$ cat src/rtl/qpi_line_burst_master.sv
// Cache-line burst sequencer feeding the QPI/SDRAM adapter's held-strobe burst port.
// One request is serviced at a time: IDLE accepts it, BURST counts beats, DRAIN waits for the adapter.
module qpi_line_burst_master #(
    parameter int AW         = 24,
    parameter int DW         = 32,
    parameter int LINE_WORDS = 8,
    parameter int ADDR_STEP  = 2,
    localparam int CW        = $clog2(LINE_WORDS)
) (
    input  logic          clk,
    input  logic          rst,
    input  logic          req_valid,
    input  logic          req_we,
    input  logic [AW-1:0] req_addr,
    output logic          req_ready,
    output logic [CW-1:0] line_idx,
    input  logic [DW-1:0] line_wdata,
    output logic          line_rvalid,
    output logic [DW-1:0] line_rdata,
    output logic          done,
    output logic          err_align,
    output logic          qpi_do_read,
    output logic          qpi_do_write,
    output logic [AW-1:0] qpi_addr,
    output logic [DW-1:0] qpi_wdata,
    input  logic [DW-1:0] qpi_rdata,
    input  logic          qpi_next_word,
    input  logic          qpi_is_idle
);
    localparam int LINE_SPAN = LINE_WORDS * ADDR_STEP;

    typedef enum logic [1:0] {IDLE, BURST, DRAIN} state_t;

    state_t        state, state_nxt;
    logic [CW-1:0] cnt, cnt_nxt;
    logic          we_r;
    logic [AW-1:0] addr_r;
    logic          last, busy_req, accept, misaligned;

    assign last       = (cnt == CW'(LINE_WORDS - 1));
    assign misaligned = (req_addr % AW'(LINE_SPAN)) != '0;
    assign accept     = (state == IDLE) && req_valid && req_ready;

    // Data paths are pure wires; the adapter and line buffer own the timing.
    assign line_idx   = (state == BURST) ? cnt : '0;
    assign line_rdata = qpi_rdata;
    assign qpi_wdata  = line_wdata;
    assign qpi_addr   = addr_r;

    always_ff @(posedge clk or negedge rst) begin
        if (!rst) begin
            state     <= IDLE;
            cnt       <= '0;
            we_r      <= 1'b0;
            addr_r    <= '0;
            err_align <= 1'b0;
        end else begin
            state <= state_nxt;
            cnt   <= cnt_nxt;
            if (accept) begin
                we_r   <= req_we;
                addr_r <= req_addr;
                if (misaligned)
                    err_align <= 1'b1;
            end
        end
    end

    always_comb begin
        state_nxt    = state;
        cnt_nxt      = cnt;
        req_ready    = 1'b0;
        qpi_do_read  = 1'b0;
        qpi_do_write = 1'b0;
        line_rvalid  = 1'b0;
        done         = 1'b0;
        busy_req     = 1'b0;
        case (state)
            IDLE: begin
                // Gated by reset so the handshake stays quiet while held in reset.
                req_ready = qpi_is_idle && rst;
                if (req_valid && req_ready) begin
                    state_nxt = BURST;
                    cnt_nxt   = '0;
                end
            end
            BURST: begin
                // Strobe must drop in the same cycle as the final beat so the
                // adapter ends the burst on that edge instead of starting another word.
                busy_req     = !(qpi_next_word && last);
                qpi_do_read  = !we_r && busy_req;
                qpi_do_write = we_r && busy_req;
                if (qpi_next_word) begin
                    line_rvalid = !we_r;
                    cnt_nxt     = cnt + CW'(1);
                    if (last)
                        state_nxt = DRAIN;
                end
            end
            DRAIN: begin
                if (qpi_is_idle) begin
                    done      = 1'b1;
                    state_nxt = IDLE;
                end
            end
            default: state_nxt = IDLE;
        endcase
    end

endmodule

$ cat config.mk
export PLATFORM = sky130hd
export DESIGN_NAME = qpi_line_burst_master
export DESIGN_NICKNAME = d
export VERILOG_FILES = /design/src/rtl/qpi_line_burst_master.sv
export SDC_FILE = /design/constraint.sdc
export NUM_CORES = 1
export LEC_CHECK = 0
export ABC_CLOCK_PERIOD_IN_PS = 1500
export BUFFER_PORTS_ARGS = -buffer_cell sky130_fd_sc_hd__buf_2
export CAP_MARGIN = 40
export CORE_ASPECT_RATIO = 1.75
export CORE_MARGIN = 8
export CORE_UTILIZATION = 36
export DETAILED_ROUTE_END_ITERATION = 8
export GPL_TIMING_DRIVEN = 0
export PLACE_DENSITY = 0.9
export SETUP_SLACK_MARGIN = 0.02
export SLEW_MARGIN = 40
export SYNTH_ARGS = -nofsm -noshare
export SYNTH_HDL_FRONTEND = slang
export SYNTH_SLANG_ARGS = --single-unit
$ cat constraint.sdc
create_clock -name clk -period 1.5 [get_ports clk]
set_input_delay 0.15 -clock clk [delete_from_list [all_inputs] [get_ports clk]]
set_output_delay 0.15 -clock clk [all_outputs]
set_load 0.02 [all_outputs]
==> impl_table.tex <==
\begin{tabular}{lr}
\hline
Metric & Value \\
\hline
\multicolumn{2}{l}{\textbf{Routing}} \\
\quad Iteration-0 DRC Markers & 13 \\
\quad Via count & 1578 \\
\quad Number of detailed-routing iterations run before antenna repair & 2 \\
\quad Antenna Violating Nets Remaining & 0 \\
\quad Via-to-Cell Ratio & 4.56 \\
\quad Final Routed Wirelength & approximately 6000 µm \\
\quad Average detailed-routed wire length per instance & 16.9 µm \\
\quad Remaining routing DRC violations & 0 \\
\multicolumn{2}{l}{\textbf{Clock network}} \\
\quad Clock-pin transition on the worst setup and hold timing paths & 60 ps \\
\quad Clock tree sinks & 31 \\
\quad Clk Latency, worst-skew pair & 270 ps \\
\quad Clock root buffer & sky130\_fd\_sc\_hd\_\_clkbuf\_8 \\
\quad TritonCTS clock tree & yes \\
\quad CTS Buf Count & 5 \\
\quad Max Root-Sink Buffers & 2 \\
\quad Depth of the CTS H-tree & 2 \\
\multicolumn{2}{l}{\textbf{Finish}} \\
\quad Fillcell total & about 440 \\
\quad Nets & roughly 390 \\
\quad Area growth from synthesis to layout & 51.6\% \\
\quad Antenna diodes & 0 \\
\quad Non-filler cells, final & 346 \\
\quad Area used by sequential logic in the layout & $\sim$780 µm² \\
\quad Multi-input combinational cell area & $\sim$600 µm² \\
\quad Layout cell share with drive strength beyond 1 & a little over four fifths \\
\multicolumn{2}{l}{\textbf{Synthesis}} \\
\quad Cell with the most instances after synthesis & sky130\_fd\_sc\_hd\_\_buf\_4 \\
\quad Average size of a mapped cell & approximately 12 µm² \\
\quad Syn nets & 247 \\
\quad Cell type with the largest total area after synthesis & sky130\_fd\_sc\_hd\_\_dfrtp\_1 \\
\quad Number of storage elements in the synthesis netlist & 31 \\
\quad Gate Count Post-Synth & 151 \\
\quad Most area-consuming cells after synthesis & sky130\_fd\_sc\_hd\_\_dfrtp\_1 (42\%), sky130\_fd\_sc\_hd\_\_buf\_4 (26\%), sky130\_fd\_sc\_hd\_\_mux2\_4 (20\%) \\
\quad Primary FF master, synth & sky130\_fd\_sc\_hd\_\_dfrtp\_1 \\
\quad Total number of yosys warnings & 0 \\
\quad Async set or reset register ratio after synthesis & 100\% \\
\quad Netlist area before placement & 1850 µm² \\
\quad Fraction of synthesized cell area taken by the top area cell type & a little over two fifths \\
\quad List of most frequent post-synthesis cells & sky130\_fd\_sc\_hd\_\_buf\_4 (64), sky130\_fd\_sc\_hd\_\_dfrtp\_1 (31), sky130\_fd\_sc\_hd\_\_mux2\_4 (25) \\
\quad Sequential-to-total area share from yosys stat & 41.9\% \\
\quad Cell variety after synth & 18 \\
\quad Number of enable-type register cells in the synthesized netlist & 0 \\
\multicolumn{2}{l}{\textbf{Global routing}} \\
\quad Pin count of the biggest net entering global routing & 32 \\
\quad Initial antenna violation count & 0 \\
\quad Via count of the first global-routing pass & between 1500 and 2000 \\
\quad Remaining global-route overflow & 0 \\
\quad Wire length of the first global-routing pass & 9070 µm \\
\quad GRT Overall Usage & $\sim$14\% \\
\multicolumn{2}{l}{\textbf{STA}} \\
\quad Number of max-slew violations in the final report & 0 \\
\quad RSZ-0062 raised after global routing & yes \\
\quad Total Negative Setup Slacks & -80.7 ps \\
\quad Setup violation total in the final timing report & 2 \\
\quad Clock tree skew after final layout & 2.83 ps \\
\quad Final min period & 1540 ps \\
\quad Actual transition at the worst max-transition pin & 321 ps \\
\quad Hold Fails Final Rpt & 0 \\
\quad Final setup margin & -43.4 ps \\
\quad Final worst path period share & 103\% \\
\quad Headroom to the max-slew limit & approximately four fifths \\
\quad Peak clock frequency supported by timing & 0.648 GHz \\
\multicolumn{2}{l}{\textbf{Critical path}} \\
\quad Worst EP required & 1350 ps \\
\quad Worst setup path startpoint & cnt[0] \\
\quad Top fanout value on the critical path & 2 \\
\quad Startpoint kind of the worst setup timing path & register \\
\quad CP Data Arrival Time & $\sim$1400 ps \\
\quad Worst setup EP type & primary output \\
\quad Crit Path Class & register to primary output \\
\quad Critical register-to-register path startpoint & state[1] \\
\multicolumn{2}{l}{\textbf{Run status}} \\
\quad Violated checks & setup timing \\
\quad Result of the run & finished with violations \\
\multicolumn{2}{l}{\textbf{Floorplanning}} \\
\quad Starting utilization of the core area & between 30\% and 40\% \\
\quad Full die area & 7790 µm² \\
\quad I/O pin count & 191 \\
\quad Vertical extent of the die & 111 µm \\
\quad Core area & 4980 µm² \\
\quad Floorplan die width & 70.2 µm \\
\quad Row cnt & 34 \\
\multicolumn{2}{l}{\textbf{Power}} \\
\quad Leakage & 1.67 nW \\
\quad Peak supply drop & 0.889 mV \\
\quad Power density of the placed cells & 1650 nW/µm² \\
\multicolumn{2}{l}{\textbf{Placed design}} \\
\quad DPL Wire Length & 4860 µm \\
\quad Final estimated routing congestion in global placement & roughly 0.73 \\
\quad Total placed cells including tap cells & between 300 and 400 \\
\quad Port Buf Inserts & 126 \\
\multicolumn{2}{l}{\textbf{Min path}} \\
\quad Beginning of the worst hold path & req\_addr[7] \\
\quad Classification of the worst-slack hold path & primary input to register \\
\multicolumn{2}{l}{\textbf{Flow run}} \\
\quad Reported max-cap violation count & 0 \\
\hline
\end{tabular}
-- metrics by stage --
stage	instance area [µm²]	hold WS, ps	setup slack (ps)	util [%]	power [W]
5_1_grt	2810	87.7	-104	56.4	0.00491
2_1_floorplan	1850	-146	56.0	-	0.00296
6_report	2810	102	-43.4	56.4	0.00462
4_1_cts	2720	89.1	-83.9	54.7	0.00454
3_5_place_dp	2550	249	-344	51.2	0.00370
3_3_place_gp	2550	236	-320	51.2	0.00362
-- power breakdown --
group	switching, W	internal [W]
clock network	0.000293	0.000418
logic	0.00120	0.00124
registers	0.000243	0.00123
total	0.00174	0.00289
-- layout by cell type (no fill, tap or decap), types with 2 or more instances in the layout --
master | netlist | layout
sky130_fd_sc_hd__clkbuf_8 | 0 | 7
sky130_fd_sc_hd__a31o_2 | 3 | 3
sky130_fd_sc_hd__buf_12 | 0 | 3
sky130_fd_sc_hd__and3_1 | 3 | 2
sky130_fd_sc_hd__nand2_1 | 4 | 2
sky130_fd_sc_hd__buf_2 | 0 | 120
sky130_fd_sc_hd__mux2_4 | 25 | 25
sky130_fd_sc_hd__buf_4 | 64 | 73
sky130_fd_sc_hd__nand2_4 | 0 | 2
sky130_fd_sc_hd__buf_6 | 3 | 2
sky130_fd_sc_hd__and2_1 | 4 | 4
sky130_fd_sc_hd__nor2_1 | 4 | 3
sky130_fd_sc_hd__dfrtp_1 | 31 | 30
-- worst max-delay path: stages, from the launching register on --
cell and delay [ps]:
sky130_fd_sc_hd__dfrtp_1 390, sky130_fd_sc_hd__ha_2 210, sky130_fd_sc_hd__ha_4 170, sky130_fd_sc_hd__nand2_4 60, sky130_fd_sc_hd__and3_4 190, sky130_fd_sc_hd__buf_6 110
-- routing by layer --
layer	up-vias	wire length (µm)	share of wire [%]	track usage, %
met5	-	0	0	0
met4	0	88	1.5	5.26
met3	6	856	15	10.0
met2	138	3010	52	24.9
met1	722	1880	32	12.5
li1	712	-	-	-
-- registers in the layout, summed over array words and instances (netlist names) --
name / flops
state: 2
qpi_addr: 24
err_align: 1
we_r: 1
cnt: 3
-- logic make-up (layout without fill, tap and decap cells) --
family          after synthesis  in the layout  synth area share (%)
buf+inv                      67            208                  27.8
flops                        31             31                  41.9
mux                          25             25                  20.3
simple gates                 21             21                  6.49
compound gates                5              5                  2.23
fa+ha+maj                     2              2                  1.35
-- path summary, 6_finish.rpt --
path	slack, ps	depth (start not counted)	endpoint
max	-40	5	qpi_do_write
min	100	2	qpi_addr[7]
max reg2reg	50	4	qpi_addr[8]
min reg2reg	480	1	err_align
max in group asynchronous	890	3	state[1]
min in group asynchronous	430	3	qpi_addr[13]
-- cell type report --
| class | count | share of cell area [%] |
|---|---|---|
| sequential | 31 | 27.7 |
| timing repair buffer | 133 | 25.7 |
| multi-input combinational | 53 | 21.6 |
| buffer | 67 | 19.1 |
| clock buffer | 8 | 3.57 |
| tap | 54 | 2.41 |
-- repair_timing --
item                                    4_1_cts  5_1_grt
hold buffers                                  2        0
buffers inserted                              2        3
endpoints found under the setup margin       30       18
resized for setup                             8       17
endpoints found under the hold margin        31        0
pin swaps                                     1        2
(Power assumes the default switching activity.)
